--- src/rtl/id_ex_stage.sv ---
// ID/EX pipeline register with hazard unit: load-use / RAW stalls and branch flushes.
// Optional macro ID_EX_FWD_EN enables E-stage operand forwarding; otherwise RAW hazards stall.
module id_ex_stage #(
  parameter int XLEN = 32,
  parameter int RA_W = 5
) (
  input  logic            clk,
  input  logic            rst_n,
  input  logic [1:0]      ResultSrcD,
  input  logic            RegWriteD,
  input  logic            MemWriteD,
  input  logic            JumpD,
  input  logic            BranchD,
  input  logic            JalrD,
  input  logic            ALUSrcD,
  input  logic            Op5D,
  input  logic [1:0]      StoreD,
  input  logic [2:0]      LoadD,
  input  logic [3:0]      ALUControlD,
  input  logic [XLEN-1:0] RD1D,
  input  logic [XLEN-1:0] RD2D,
  input  logic [XLEN-1:0] PCD,
  input  logic [XLEN-1:0] PCPlus4D,
  input  logic [XLEN-1:0] ImmExtD,
  input  logic [RA_W-1:0] Rs1D,
  input  logic [RA_W-1:0] Rs2D,
  input  logic [RA_W-1:0] RdD,
  input  logic            PCSrcE,
  input  logic [RA_W-1:0] RdM,
  input  logic [RA_W-1:0] RdW,
  input  logic            RegWriteM,
  input  logic            RegWriteW,
  output logic [1:0]      ResultSrcE,
  output logic            RegWriteE,
  output logic            MemWriteE,
  output logic            JumpE,
  output logic            BranchE,
  output logic            JalrE,
  output logic            ALUSrcE,
  output logic            Op5E,
  output logic [1:0]      StoreE,
  output logic [2:0]      LoadE,
  output logic [3:0]      ALUControlE,
  output logic [XLEN-1:0] RD1E,
  output logic [XLEN-1:0] RD2E,
  output logic [XLEN-1:0] PCE,
  output logic [XLEN-1:0] PCPlus4E,
  output logic [XLEN-1:0] ImmExtE,
  output logic [RA_W-1:0] Rs1E,
  output logic [RA_W-1:0] Rs2E,
  output logic [RA_W-1:0] RdE,
  output logic            ValidE,
  output logic            StallF,
  output logic            StallD,
  output logic            FlushD,
  output logic [1:0]      ForwardAE,
  output logic [1:0]      ForwardBE
);

  logic load_e;
  logic rd_e_hit;
  logic lw_stall;
  logic stall;
  logic flush_e;
  logic [1:0] fwd_a;
  logic [1:0] fwd_b;

  assign load_e   = ValidE & (ResultSrcE == 2'b01);
  assign rd_e_hit = (RdE != '0) & ((RdE == Rs1D) | (RdE == Rs2D));
  assign lw_stall = load_e & rd_e_hit;

`ifdef ID_EX_FWD_EN
  assign stall = lw_stall;

  // M-stage producer is younger than W, so it wins when both match.
  always_comb begin
    fwd_a = 2'b00;
    if (RegWriteM && (RdM != '0) && (RdM == Rs1E))
      fwd_a = 2'b10;
    else if (RegWriteW && (RdW != '0) && (RdW == Rs1E))
      fwd_a = 2'b01;
  end

  always_comb begin
    fwd_b = 2'b00;
    if (RegWriteM && (RdM != '0) && (RdM == Rs2E))
      fwd_b = 2'b10;
    else if (RegWriteW && (RdW != '0) && (RdW == Rs2E))
      fwd_b = 2'b01;
  end
`else
  logic raw_e;
  logic raw_m;
  logic unused_w;

  // Write-first register file: a W-stage producer never needs a stall.
  assign unused_w = ^{RdW, RegWriteW};
  assign raw_e    = ValidE & RegWriteE & rd_e_hit;
  assign raw_m    = RegWriteM & (RdM != '0) & ((RdM == Rs1D) | (RdM == Rs2D));
  assign stall    = lw_stall | raw_e | raw_m;
  assign fwd_a    = 2'b00;
  assign fwd_b    = 2'b00;
`endif

  assign flush_e = PCSrcE | stall;

  // Hazard outputs stay quiet while reset is asserted, whatever the M/W inputs show.
  assign StallF    = rst_n & stall;
  assign StallD    = rst_n & stall;
  assign FlushD    = rst_n & PCSrcE;
  assign ForwardAE = rst_n ? fwd_a : 2'b00;
  assign ForwardBE = rst_n ? fwd_b : 2'b00;

  always_ff @(posedge clk or negedge rst_n) begin
    if (!rst_n) begin
      ResultSrcE  <= '0;
      RegWriteE   <= 1'b0;
      MemWriteE   <= 1'b0;
      JumpE       <= 1'b0;
      BranchE     <= 1'b0;
      JalrE       <= 1'b0;
      ALUSrcE     <= 1'b0;
      Op5E        <= 1'b0;
      StoreE      <= '0;
      LoadE       <= '0;
      ALUControlE <= '0;
      RD1E        <= '0;
      RD2E        <= '0;
      PCE         <= '0;
      PCPlus4E    <= '0;
      ImmExtE     <= '0;
      Rs1E        <= '0;
      Rs2E        <= '0;
      RdE         <= '0;
      ValidE      <= 1'b0;
    end else begin
      ALUSrcE     <= ALUSrcD;
      Op5E        <= Op5D;
      ALUControlE <= ALUControlD;
      RD1E        <= RD1D;
      RD2E        <= RD2D;
      PCE         <= PCD;
      PCPlus4E    <= PCPlus4D;
      ImmExtE     <= ImmExtD;
      Rs1E        <= Rs1D;
      Rs2E        <= Rs2D;
      RdE         <= RdD;
      if (flush_e) begin
        ResultSrcE <= '0;
        RegWriteE  <= 1'b0;
        MemWriteE  <= 1'b0;
        JumpE      <= 1'b0;
        BranchE    <= 1'b0;
        JalrE      <= 1'b0;
        StoreE     <= '0;
        LoadE      <= '0;
        ValidE     <= 1'b0;
      end else begin
        ResultSrcE <= ResultSrcD;
        RegWriteE  <= RegWriteD;
        MemWriteE  <= MemWriteD;
        JumpE      <= JumpD;
        BranchE    <= BranchD;
        JalrE      <= JalrD;
        StoreE     <= StoreD;
        LoadE      <= LoadD;
        ValidE     <= 1'b1;
      end
    end
  end

endmodule
--- config.mk ---
export PLATFORM = sky130hd
export DESIGN_NAME = id_ex_stage
export DESIGN_NICKNAME = d
export VERILOG_FILES = /design/src/rtl/id_ex_stage.sv
export SDC_FILE = /design/constraint.sdc
export NUM_CORES = 1
export LEC_CHECK = 0
export ABC_AREA = 1
export BUFFER_PORTS_ARGS = -buffer_cell sky130_fd_sc_hd__buf_2
export CAP_MARGIN = 20
export CORE_AREA = 10 10 150 152
export CTS_CLUSTER_DIAMETER = 80
export DETAILED_ROUTE_END_ITERATION = 10
export DIE_AREA = 0 0 160 162
export PLACE_DENSITY = 0.65
export SLEW_MARGIN = 25
export SYNTH_ARGS = -nofsm -noshare
export SYNTH_HDL_FRONTEND = slang
export SYNTH_SLANG_ARGS = --single-unit
--- constraint.sdc ---
create_clock -name clk -period 1.2 [get_ports clk]
set_clock_uncertainty 0.15 [all_clocks]
set_input_delay 0.06 -clock clk [delete_from_list [all_inputs] [get_ports clk]]
set_output_delay 0.06 -clock clk [all_outputs]
set_load 0.02 [all_outputs]
# Word-level counts from Yosys, hierarchy flattened
# Cells that the tools add are included.
# W data, S select, Z words.
[word_totals] ram_bits=0 latchBits=0 regBits=194 input_bits=208 mem_count=0 out_inout_bits=201 elab_cells=50 romBits=0
[op_classes] bitwise=14 magnitude_cmp=0 n_addsub=0 div_mod_pow=0 eq_ne=5 mul=0 shifts=0 n_mux=9 n_reduce_logical=2
[ops] op="$eq A5 B5 Y1" n=4
[ops] op="$reduce_bool A5 Y1" n=2
[ops] op="$and A1 B1 Y1" n=9
[ops] op="$mux W1" n=6
[ops] op="$or A1 B1 Y1" n=5
[ops] op="$mux W2" n=2
[ops] op="$mux W3" n=1
[ops] op="$eq A2 B1 Y1 const B" n=1

# Depth between registers and ports, before layout
[depth] ltp_word=8 depth_mapped=10 mapped_depth_nobuf=9

# Least setup slack after synthesis
# Ideal clock, no wire load.
[synth_path] path_kind="register -> output" startpoint="reg RdE[1]" endpoint="out StallF" path_slack_ns=-0.773 required_ns=0.990 t_arrival_ns=1.763 path_buffers=1 path_stages_with_launch=10 path_cell_list="dfrtp_1 inv_2 nand2_1 nand2_1 nor2_1 nand3_1 nand2_1 nand2_2 a21boi_0 buf_4"
[synth_between] elab_chain_len=7 elab_cells_between_ends=10 classes_between="2 x eq/ne; 7 x bitwise; 1 x reduce/logical"
[synth_lines] element="start, declared" line_no="51" rtl="output logic [RA_W-1:0] RdE,"
[synth_lines] element="start signal, assigned" line_no="147" rtl="RdE <= RdD;"
[synth_lines] element="$eq A5 B5 Y1" line_no="69" rtl="assign rd_e_hit = (RdE != '0) & ((RdE == Rs1D) | (RdE == Rs2D));"
[synth_lines] element="$or A1 B1 Y1" line_no="69"
[synth_lines] element="$and A1 B1 Y1 (*)" line_no="69"
[synth_lines] element="$and A1 B1 Y1, on equally long branches" line_no="70, 98"
[synth_lines] element="$or A1 B1 Y1 (*) (2 in a row)" line_no="100" rtl="assign stall = lw_stall | raw_e | raw_m;"
[synth_lines] element="$and A1 B1 Y1 (*)"
[synth_lines] element="end, declared" line_no="53" rtl="output logic StallF,"
# Mark *: on every way between the ends. The rest lies on a longest branch, timed or not.

# Worst setup path in the final report
[layout_path] startpoint="reg RdE[0]" endpoint="out StallF"
[layout_between] elab_chain_len=7 elab_cells_between_ends=10 classes_between="2 x eq/ne; 7 x bitwise; 1 x reduce/logical"
[layout_lines] element="$eq A5 B5 Y1" line_no="69"
[layout_lines] element="$or A1 B1 Y1" line_no="69"
[layout_lines] element="$and A1 B1 Y1 (*)" line_no="69"
[layout_lines] element="$and A1 B1 Y1, on equally long branches" line_no="70, 98"
[layout_lines] element="$or A1 B1 Y1 (*) (2 in a row)" line_no="100"
[layout_lines] element="$and A1 B1 Y1 (*)" line_no="108" rtl="assign StallF = rst_n & stall;"
# Marks and branches as above.

==> results.cfg <==
[cells_and_area]
syn_to_final_growth_pct = 106
nNetsFinal = 1151
drive_gt1_share_pct = 48.9
final_cells = 1222

[sta]
clock.fmax_mhz = 546
post-route-min-period_ns = 1.83
final.setup.tns_ns = -6.47
holdWs_ns = -0.00473
slew_violations = 0
setup_violations = 21
rsz0062_at_grt = true
post-route-period-util_pct = 153
fin_ws_ns = -0.630
hold_viol = 1

[yosys]
yosysWarningCount = 0
synth_cell_types = 19
synthAdderAreaFrac_pct = 0
syn_inst = 322
muxShareOfSynthArea_pct = 0
synth-compound-area-share_pct = 0.321
ys_seq_elements = 194
avgSynthCellArea_um2 = 17.0
synth_top_family_by_area = simple AND/OR/NAND/NOR gates
synth_area_mm2 = 0.00546
synthSimpleGateAreaFrac_pct = 6.32
ys_seq_area_share_pct = 88.9
synth_xor_area_share_pct = 0.962

[floorplanning]
core_mm2 = 0.0194
initial_utilization_pct = 28.2
dieHeight_um = 162
rows = 51
die_width_um = 160
dieArea_mm2 = 0.0259
ios = 409

[status]
violations = negative hold slack, negative setup slack
outcome = finished with violations

[setup_path]
crit_path_start = RdE[0]
crit_cells = 9
crit_type = reg -> out
r2r-start = RdE[3]
cp.arrival_ns = 1.62
cp_max_fo = 6
reg2reg_slack_ns = -0.43
path_cells = inv_1, nand2_1, nand2_1, nor2_1, nand3_1, nand2_1, nand2_2, a21boi_4, buf_6
cp-endpoint = StallF
r2r_end = ResultSrcE[1]
worstRegToRegCells = 9
critPathCaptureType = output pin
slowest_delay_ns = 0.42
required_ns = 0.99
crit_path_start_kind = flop
cp_num_buf_inv = 2
cp_top_family = flip-flops
crit_path_top_delay_cell = dfrtp_2
crit_top_cell = nand2_1

[grt]
grt_pass1_vias = 5510
grt.total_usage_pct = 17.8
grt_overflow = 0
grt_pass1_wl_um = 35100
antenna_found_initial = 2
grt_max_degree = 51

[clock_network]
cts_tree = done
cts_sinks = 194
cts_root_buf = clkbuf_16
cts_made_buffers = 17
h-tree-depth = 4
clk_latency_ns = 0.42
clk_pin_slew_ns = 0.08
clk_path_buf_depth = 2

[power]
p_leak_nw = 5.71
powerDensity_mw_per_mm2 = 1370
vdd_ir_drop_max_uv = 913

[route]
num_vias = 4889
wl_um = 25200
drc = 0
wl_per_cell_um = 20.6
drt_iter0_drc = 194
via_per_inst = 4.00
first_pass_iters = 4
ant_nets = 0

[placement]
hpwlAfterDp_um = 17200
placed_cells = 990
port_buffers = 398
gp_congestion = 0.856

[min_path]
hp-class = in -> reg

[job]
max_cap_viol_count = 0
logic make-up (layout without fill, tap and decap cells):
| kind of cell | after synthesis | after routing |
|---|---|---|
| DFF | 194 | 194 |
| AOI/OAI and AO/OA | 3 | 3 |
| xor gates and xnor gates | 6 | 6 |
| buffers and inverters | 41 | 671 |
| other | 1 | 6 |
| and+or+nand+nor | 77 | 77 |
state kept, by name, indices dropped and copies added (netlist names):
register,cells
ALUControlE,4
ALUSrcE,1
BranchE,1
ImmExtE,32
JalrE,1
JumpE,1
LoadE,3
MemWriteE,1
Op5E,1
PCE,32
PCPlus4E,32
RD1E,32
RD2E,32
RdE,5
RegWriteE,1
ResultSrcE,2
Rs1E,5
Rs2E,5
StoreE,2
ValidE,1
final cells by class:
| class | instances | area [µm²] |
|---|---|---|
| multi-input combinational | 90 | 449 |
| clock buffer | 17 | 425 |
| clock inverter | 14 | 208 |
| sequential | 194 | 4860 |
| tap | 265 | 332 |
| fill | 1496 | 8160 |
| inverter | 35 | 131 |
| timing repair buffer | 605 | 4830 |
| antenna | 2 | 5.00 |
worst min path at each step:
stage	start	to	cells past startpoint	slack [ns]
after CTS	RegWriteM	RegWriteE	6	-0.007
after floorplan	rst_n	ALUControlE[0]	0	-0.39
after global routing	RegWriteM	RegWriteE	6	0.01
final	RegWriteM	RegWriteE	6	-0.005
after detailed placement	rst_n	Rs2E[4]	1	-0.27
after global placement	rst_n	Rs2E[4]	1	-0.27
per-layer routing:
metal / vias to the layer above / wire length [µm] / GRT usage (%)
met3: 32 / 1800 / 5.97
met2: 252 / 13800 / 32.7
met4: 0 / 477 / 4.51
li1: 2201 / - / -
met5: - / 0 / 0
met1: 2404 / 9140 / 19.2
power breakdown:
part	switching (mW)	internal, mW
clock	2.76	3.23
sequential	0.162	6.87
combinational	1.18	1.23
total	4.10	11.3
repair_timing:
item | CTS | global route
hold endpoints to repair | 388 | 0
setup endpoints to repair | 41 | 131
setup buffers | 4 | 0
cloned | 0 | 0
pin swaps | 2 | 1
hold buffers | 196 | 0
resized for setup | 47 | 213
cells in the mapped netlist:
cell type,instances,area (µm²)
nand4_1,1,6.26
inv_1,29,109
a21boi_0,1,7.51
nand3_1,5,25.0
nor2_4,1,11.3
nand2_1,43,161
dfrtp_1,194,4850
conb_1,1,3.75
o21ai_0,2,10.0
nor2_1,15,56.3
xnor2_1,4,35.0
buf_12,1,20.0
inv_2,6,22.5
xor2_1,2,17.5
nand3_4,1,17.5
buf_4,5,37.5
nand2_2,2,12.5
nor2_2,8,50.1
nor3_1,1,5.00
cell usage in the layout, fill, tap and decap left out, types with 2 or more instances in the layout:
cell type,instances
diode_2,2
dlygate4sd3_1,196
dfrtp_1,189
nor2_2,11
inv_8,5
o21ai_0,2
bufinv_16,2
buf_2,273
clkbuf_16,17
buf_4,16
buf_6,116
xnor2_1,4
conb_1,4
xor2_1,2
buf_12,3
nor2_1,12
clkinv_4,2
inv_1,29
nand2_1,43
clkinv_8,3
inv_2,6
nand3_1,5
nand2_2,2
dfrtp_2,5
worst min-delay path, cell delays in order:
cell     delay [ns]
buf_2          0.07
o21ai_0        0.07
inv_1          0.07
nand2_2        0.11
nand3_4        0.11
nor2_2         0.04
stage by stage:
step	hold WS (ns)	utilization [%]	total power, mW	instance area (µm²)	setup slack (ns)
after floorplan	-0.386	-	7.73	5500	-0.270
after global placement	-0.270	40.5	8.65	7850	-0.277
after detailed placement	-0.270	40.5	8.69	7850	-0.363
after CTS	-0.00735	54.8	15.3	10600	-0.657
after global routing	0.0142	57.9	16.0	11200	-0.753
final	-0.00473	57.9	15.4	11200	-0.630
No activity file was read; power rests on OpenSTA's default activity.
